<file path="config.mk">
export PLATFORM = sky130hd
export DESIGN_NAME = univ_shift_reg
export DESIGN_NICKNAME = d
export VERILOG_FILES = /design/src/rtl/usr_pkg.sv /design/src/rtl/usr_lane.sv /design/src/rtl/univ_shift_reg.sv
export SDC_FILE = /design/constraint.sdc
export NUM_CORES = 1
export LEC_CHECK = 0
export ABC_AREA = 1
export CAP_MARGIN = 20
export CORE_AREA = 5 5 47 49
export CTS_BUF_LIST = sky130_fd_sc_hd__clkbuf_2 sky130_fd_sc_hd__clkbuf_4 sky130_fd_sc_hd__clkbuf_8
export CTS_CLUSTER_DIAMETER = 200
export DETAILED_ROUTE_END_ITERATION = 6
export DIE_AREA = 0 0 52 54
export PLACE_DENSITY = 0.8
export SLEW_MARGIN = 15
export SYNTH_ARGS = -nofsm -noshare
export SYNTH_HDL_FRONTEND = slang
export SYNTH_SLANG_ARGS = --single-unit
</file>
<file path="constraint.sdc">
create_clock -name clk -period 1.9 [get_ports clk]
set_input_delay 0.19 -clock clk [delete_from_list [all_inputs] [get_ports clk]]
set_output_delay 0.19 -clock clk [all_outputs]
set_load 0.05 [all_outputs]
</file>
<file path="src/rtl/usr_pkg.sv">
// Shared mode encoding and constants for the universal shift register.
package usr_pkg;

  localparam int USR_MODE_W = 2;

  typedef enum logic [USR_MODE_W-1:0] {
    USR_HOLD = 2'b00,
    USR_SHR  = 2'b01,
    USR_SHL  = 2'b10,
    USR_LOAD = 2'b11
  } usr_mode_e;

endpackage

</file>
<file path="src/rtl/usr_lane.sv">
// One WIDTH-bit lane of the universal shift register: register, mode mux, serial outs.
// Define USR_ROTATE_EN to add the rotate input (shifts recirculate the lane's own end bit).
module usr_lane
  import usr_pkg::*;
#(
  parameter int WIDTH = 8
) (
  input  logic                  clk,
  input  logic                  rst_n,
  input  logic [USR_MODE_W-1:0] i_mode,
  input  logic                  i_sin_r,
  input  logic                  i_sin_l,
  input  logic [WIDTH-1:0]      i_pdin,
`ifdef USR_ROTATE_EN
  input  logic                  i_rotate,
`endif
  output logic [WIDTH-1:0]      o_q,
  output logic                  o_sout_r,
  output logic                  o_sout_l
);

  logic [WIDTH-1:0] r_q;
  logic             w_shr_in;
  logic             w_shl_in;

`ifdef USR_ROTATE_EN
  assign w_shr_in = i_rotate ? r_q[0]       : i_sin_r;
  assign w_shl_in = i_rotate ? r_q[WIDTH-1] : i_sin_l;
`else
  assign w_shr_in = i_sin_r;
  assign w_shl_in = i_sin_l;
`endif

  always_ff @(posedge clk or negedge rst_n) begin
    if (!rst_n) begin
      r_q <= '0;
    end else begin
      case (usr_mode_e'(i_mode))
        USR_SHR:  r_q <= {w_shr_in, r_q[WIDTH-1:1]};
        USR_SHL:  r_q <= {r_q[WIDTH-2:0], w_shl_in};
        USR_LOAD: r_q <= i_pdin;
        default:  r_q <= r_q;
      endcase
    end
  end

  assign o_q      = r_q;
  assign o_sout_r = r_q[0];
  assign o_sout_l = r_q[WIDTH-1];

endmodule

</file>
<file path="src/rtl/univ_shift_reg.sv">
// Multi-lane universal shift register with a shared word-framing shift counter.
// Define USR_ROTATE_EN to add the rotate input port.
module univ_shift_reg
  import usr_pkg::*;
#(
  parameter int WIDTH = 8,
  parameter int LANES = 1
) (
  input  logic                   clk,
  input  logic                   rst_n,
  input  logic [USR_MODE_W-1:0]  mode,
  input  logic [LANES-1:0]       sin_r,
  input  logic [LANES-1:0]       sin_l,
  input  logic [LANES*WIDTH-1:0] pdin,
`ifdef USR_ROTATE_EN
  input  logic                   rotate,
`endif
  output logic [LANES*WIDTH-1:0] q,
  output logic [LANES-1:0]       sout_r,
  output logic [LANES-1:0]       sout_l,
  output logic                   word_done
);

  localparam int CNT_W = $clog2(WIDTH);

  logic [CNT_W-1:0] r_cnt;
  logic             r_word_done;
  logic             w_shift;
  logic             w_wrap;

  for (genvar g = 0; g < LANES; g++) begin : g_lane
    usr_lane #(.WIDTH(WIDTH)) u_lane (
      .clk      (clk),
      .rst_n    (rst_n),
      .i_mode   (mode),
      .i_sin_r  (sin_r[g]),
      .i_sin_l  (sin_l[g]),
      .i_pdin   (pdin[g*WIDTH +: WIDTH]),
`ifdef USR_ROTATE_EN
      .i_rotate (rotate),
`endif
      .o_q      (q[g*WIDTH +: WIDTH]),
      .o_sout_r (sout_r[g]),
      .o_sout_l (sout_l[g])
    );
  end

  assign w_shift = (usr_mode_e'(mode) == USR_SHR) || (usr_mode_e'(mode) == USR_SHL);
  assign w_wrap  = w_shift && (r_cnt == CNT_W'(WIDTH - 1));

  // Direction changes share the count; only LOAD or reset restarts a word.
  always_ff @(posedge clk or negedge rst_n) begin
    if (!rst_n) begin
      r_cnt       <= '0;
      r_word_done <= 1'b0;
    end else begin
      r_word_done <= w_wrap;
      if (usr_mode_e'(mode) == USR_LOAD) begin
        r_cnt <= '0;
      end else if (w_wrap) begin
        r_cnt <= '0;
      end else if (w_shift) begin
        r_cnt <= r_cnt + CNT_W'(1);
      end
    end
  end

  assign word_done = r_word_done;

endmodule

</file>
==> results.tsv <==
metric	value	unit
adder-cell area share of the yosys netlist	8.460	%
largest net degree at the start of global routing	19	
GRT Util Overall	12.16	%
via count	669	
synth unique cells	12	
Post-CTS Setup Inserts	0	
Slowest cell on crit path	clkdlybuf4s50_1	
CP required	1.71	ns
Setup Viol. Count Final	0	
multi-input logic area	337.8	um^2
initial antenna violation count	0	
Power Total	874.7	uW
#FFs+latches synth	12	
Hold Crit Class	primary input to async pin	
final layout net count	147	
vias in the first global route	569	
Routed WL	1582	um
Power Dens Cells	876.0	mW/mm^2
grt ovf	0	
DRC errors left	0	
clock network fraction of design power	16.8	%
Core Footprint	0.001822	mm^2
Post-CTS Resized	0	
Antenna Violating Nets Remaining	0	
Post-Syn Area	739.5	um^2
internal power	521.8	uW
Setup CP Type	register to output pin	
Worst-path clk slew	0.07	ns
Ys Warns	0	
critical path, cell by cell	clkdlybuf4s50_1	
crit path time final	1.685	ns
cell family with most CP delay	buffers and inverters	
CP max stage delay	0.82	ns
Final HPWL DP	1231	um
Static Leak	0.0005186	uW
layout cells sized above 1	7.143	%
Hold Vio Cnt, Final	0	
diode count	0	
Comb pwr share	43.0	%
sum of negative setup slack	0	ns
FF-to-FF setup slack	0.69	ns
Synth Area in Simple Gates	35.87	%
1st-iter DRT viols	13	
Sw Ratio	40.35	%
die footprint	0.002808	mm^2
max frequency	593.6	MHz
RSZ-0062 raised after global routing	false	
Final Wtd Congestion	0.7847	
slew margin rel.	64.73	%
Buf/Inv on CP	1	
Via density	4.373	
CTS tree	built	
first-pass GRT wire length	2456	um
max_cap viols	0	
Worst Max-Slew Pin Slew	0.5274	ns
WL/cell	10.34	um
complex-gate fraction of the synthesized area	1.354	%
worst vdd ir	0.5674	mV
Startpoint Class	register	
Synth Area in XOR/XNOR	0	%
CP Capture Type	output pin	
mux cell area share after synthesis	0	%
Clock Path Buffers	2	
I/O pin count	25	
clock skew	0.009866	ns
Initial Utilization	40.59	%
main combinational cell family by area after synthesis	simple AND/OR/NAND/NOR gates	
Pre-Repair DR Iteration Count	4	
Psw	352.9	uW
CP arrival	1.49	ns
Mapped Nets	122	
Post-Syn Area per Cell	7.179	um^2
Mapped Cells	103	
CTS Buf Count	3	
die width	52	um
clock root cell	clkbuf_4	
sequential fraction of the synthesis area	40.61	%
Flop pwr share	40.2	%
chip height	54	um
H-tree depth	1	
sequential cell area	300.3	um^2
synthesis-to-layout area growth	35.03	%
CTS Sinks	12	
hold buffers post-CTS	0	
clk_lat worst skew	0.27	ns
Worst Path Max Fanout	4	
# rows	16	
filler cell count in the final layout	167	
Slew Viols, Final	0	
IO Port Bufs	24	
status	finished, final reports clean	
final period utilization	88.67	%
-- routing by layer --
layer	routed length (um)	global-route usage [%]	vias to the layer above	part of all wire [%]
met5	0	0	-	0
met4	18	5.240	0	1.1
met3	117	5.540	2	7.4
met2	766	18.83	20	48
met1	680	14.48	293	43
li1	-	-	354	-
-- final cells by class --
| type | instances | share of cell area (%) |
|---|---|---|
| Clock buffer | 3 | 2.256 |
| Inverter | 15 | 5.639 |
| Multi-Input combinational cell | 71 | 33.83 |
| Sequential cell | 12 | 30.08 |
| Tap cell | 27 | 3.383 |
| Timing Repair Buffer | 25 | 24.81 |
-- sequential cells by signal (all words and copies together) (netlist names) --
name	count
r_cnt	3
word_done	1
g_lane.u_lane.o_q	8
-- power by group through the flow --
| stage | clock network (uW) | logic [uW] | registers, uW |
|---|---|---|---|
| 3_5_place_dp | 0 | 377 | 356 |
| 6_report | 147 | 376 | 351 |
| 5_1_grt | 163 | 405 | 358 |
| 3_3_place_gp | 0 | 369 | 354 |
| 4_1_cts | 153 | 380 | 350 |
| 2_1_floorplan | 0 | 154 | 454 |
-- placed cells by master (no fill, tap or decap) --
cell	Yosys	routed
inv_2	3	3
nand3_1	9	9
clkdlybuf4s50_1	0	24
nand3_2	1	1
clkbuf_4	0	3
buf_4	3	1
dfrtp_1	12	12
inv_1	12	12
o21ai_0	2	2
nand2_1	21	21
nor2_1	32	32
ha_1	5	5
nand2_4	1	1
-- through the flow --
stage                     area (um^2)  worst slack (ns)  cells  hold slack, ns  util, %
after floorplan                 739.5            0.7883    103         -0.1056        -
after global placement          975.9            0.3016    150          0.4689    53.57
after detailed placement        975.9            0.2493    150          0.4763    53.57
after CTS                       998.5            0.2069    153          0.2827    54.81
after global routing            998.5            0.1563    153          0.3200    54.81
final                           998.5            0.2153    153          0.2643    54.81
-- cell families after synthesis --
group | count (synthesis)
buf+inv | 20
simple gates | 64
compound gates | 2
flops | 12
fa+ha+maj | 5
-- synth_stat cells --
master | n | area [um^2]
nor2_1 | 32 | 120.1
nand3_1 | 9 | 45.04
dfrtp_1 | 12 | 300.3
ha_1 | 5 | 62.56
nand2_4 | 1 | 11.26
inv_1 | 12 | 45.04
inv_2 | 3 | 11.26
o21ai_0 | 2 | 10.01
nand2_1 | 21 | 78.83
nand3_2 | 1 | 10.01
buf_6 | 2 | 22.52
buf_4 | 3 | 22.52
-- final timing paths --
check | end | depth (start not counted) | start
hold / removal | g_lane[0].u_lane.o_q[7] | 1 | rst_n
setup reg to reg | r_cnt[2] | 5 | r_cnt[0]
hold reg to reg | r_cnt[1] | 2 | r_cnt[1]
min in group clk | r_cnt[1] | 2 | r_cnt[1]
max in group asynchronous | r_cnt[0] | 1 | rst_n
setup / recovery | q[6] | 1 | g_lane[0].u_lane.o_q[6]
No activity file was read; power rests on OpenSTA's default activity.
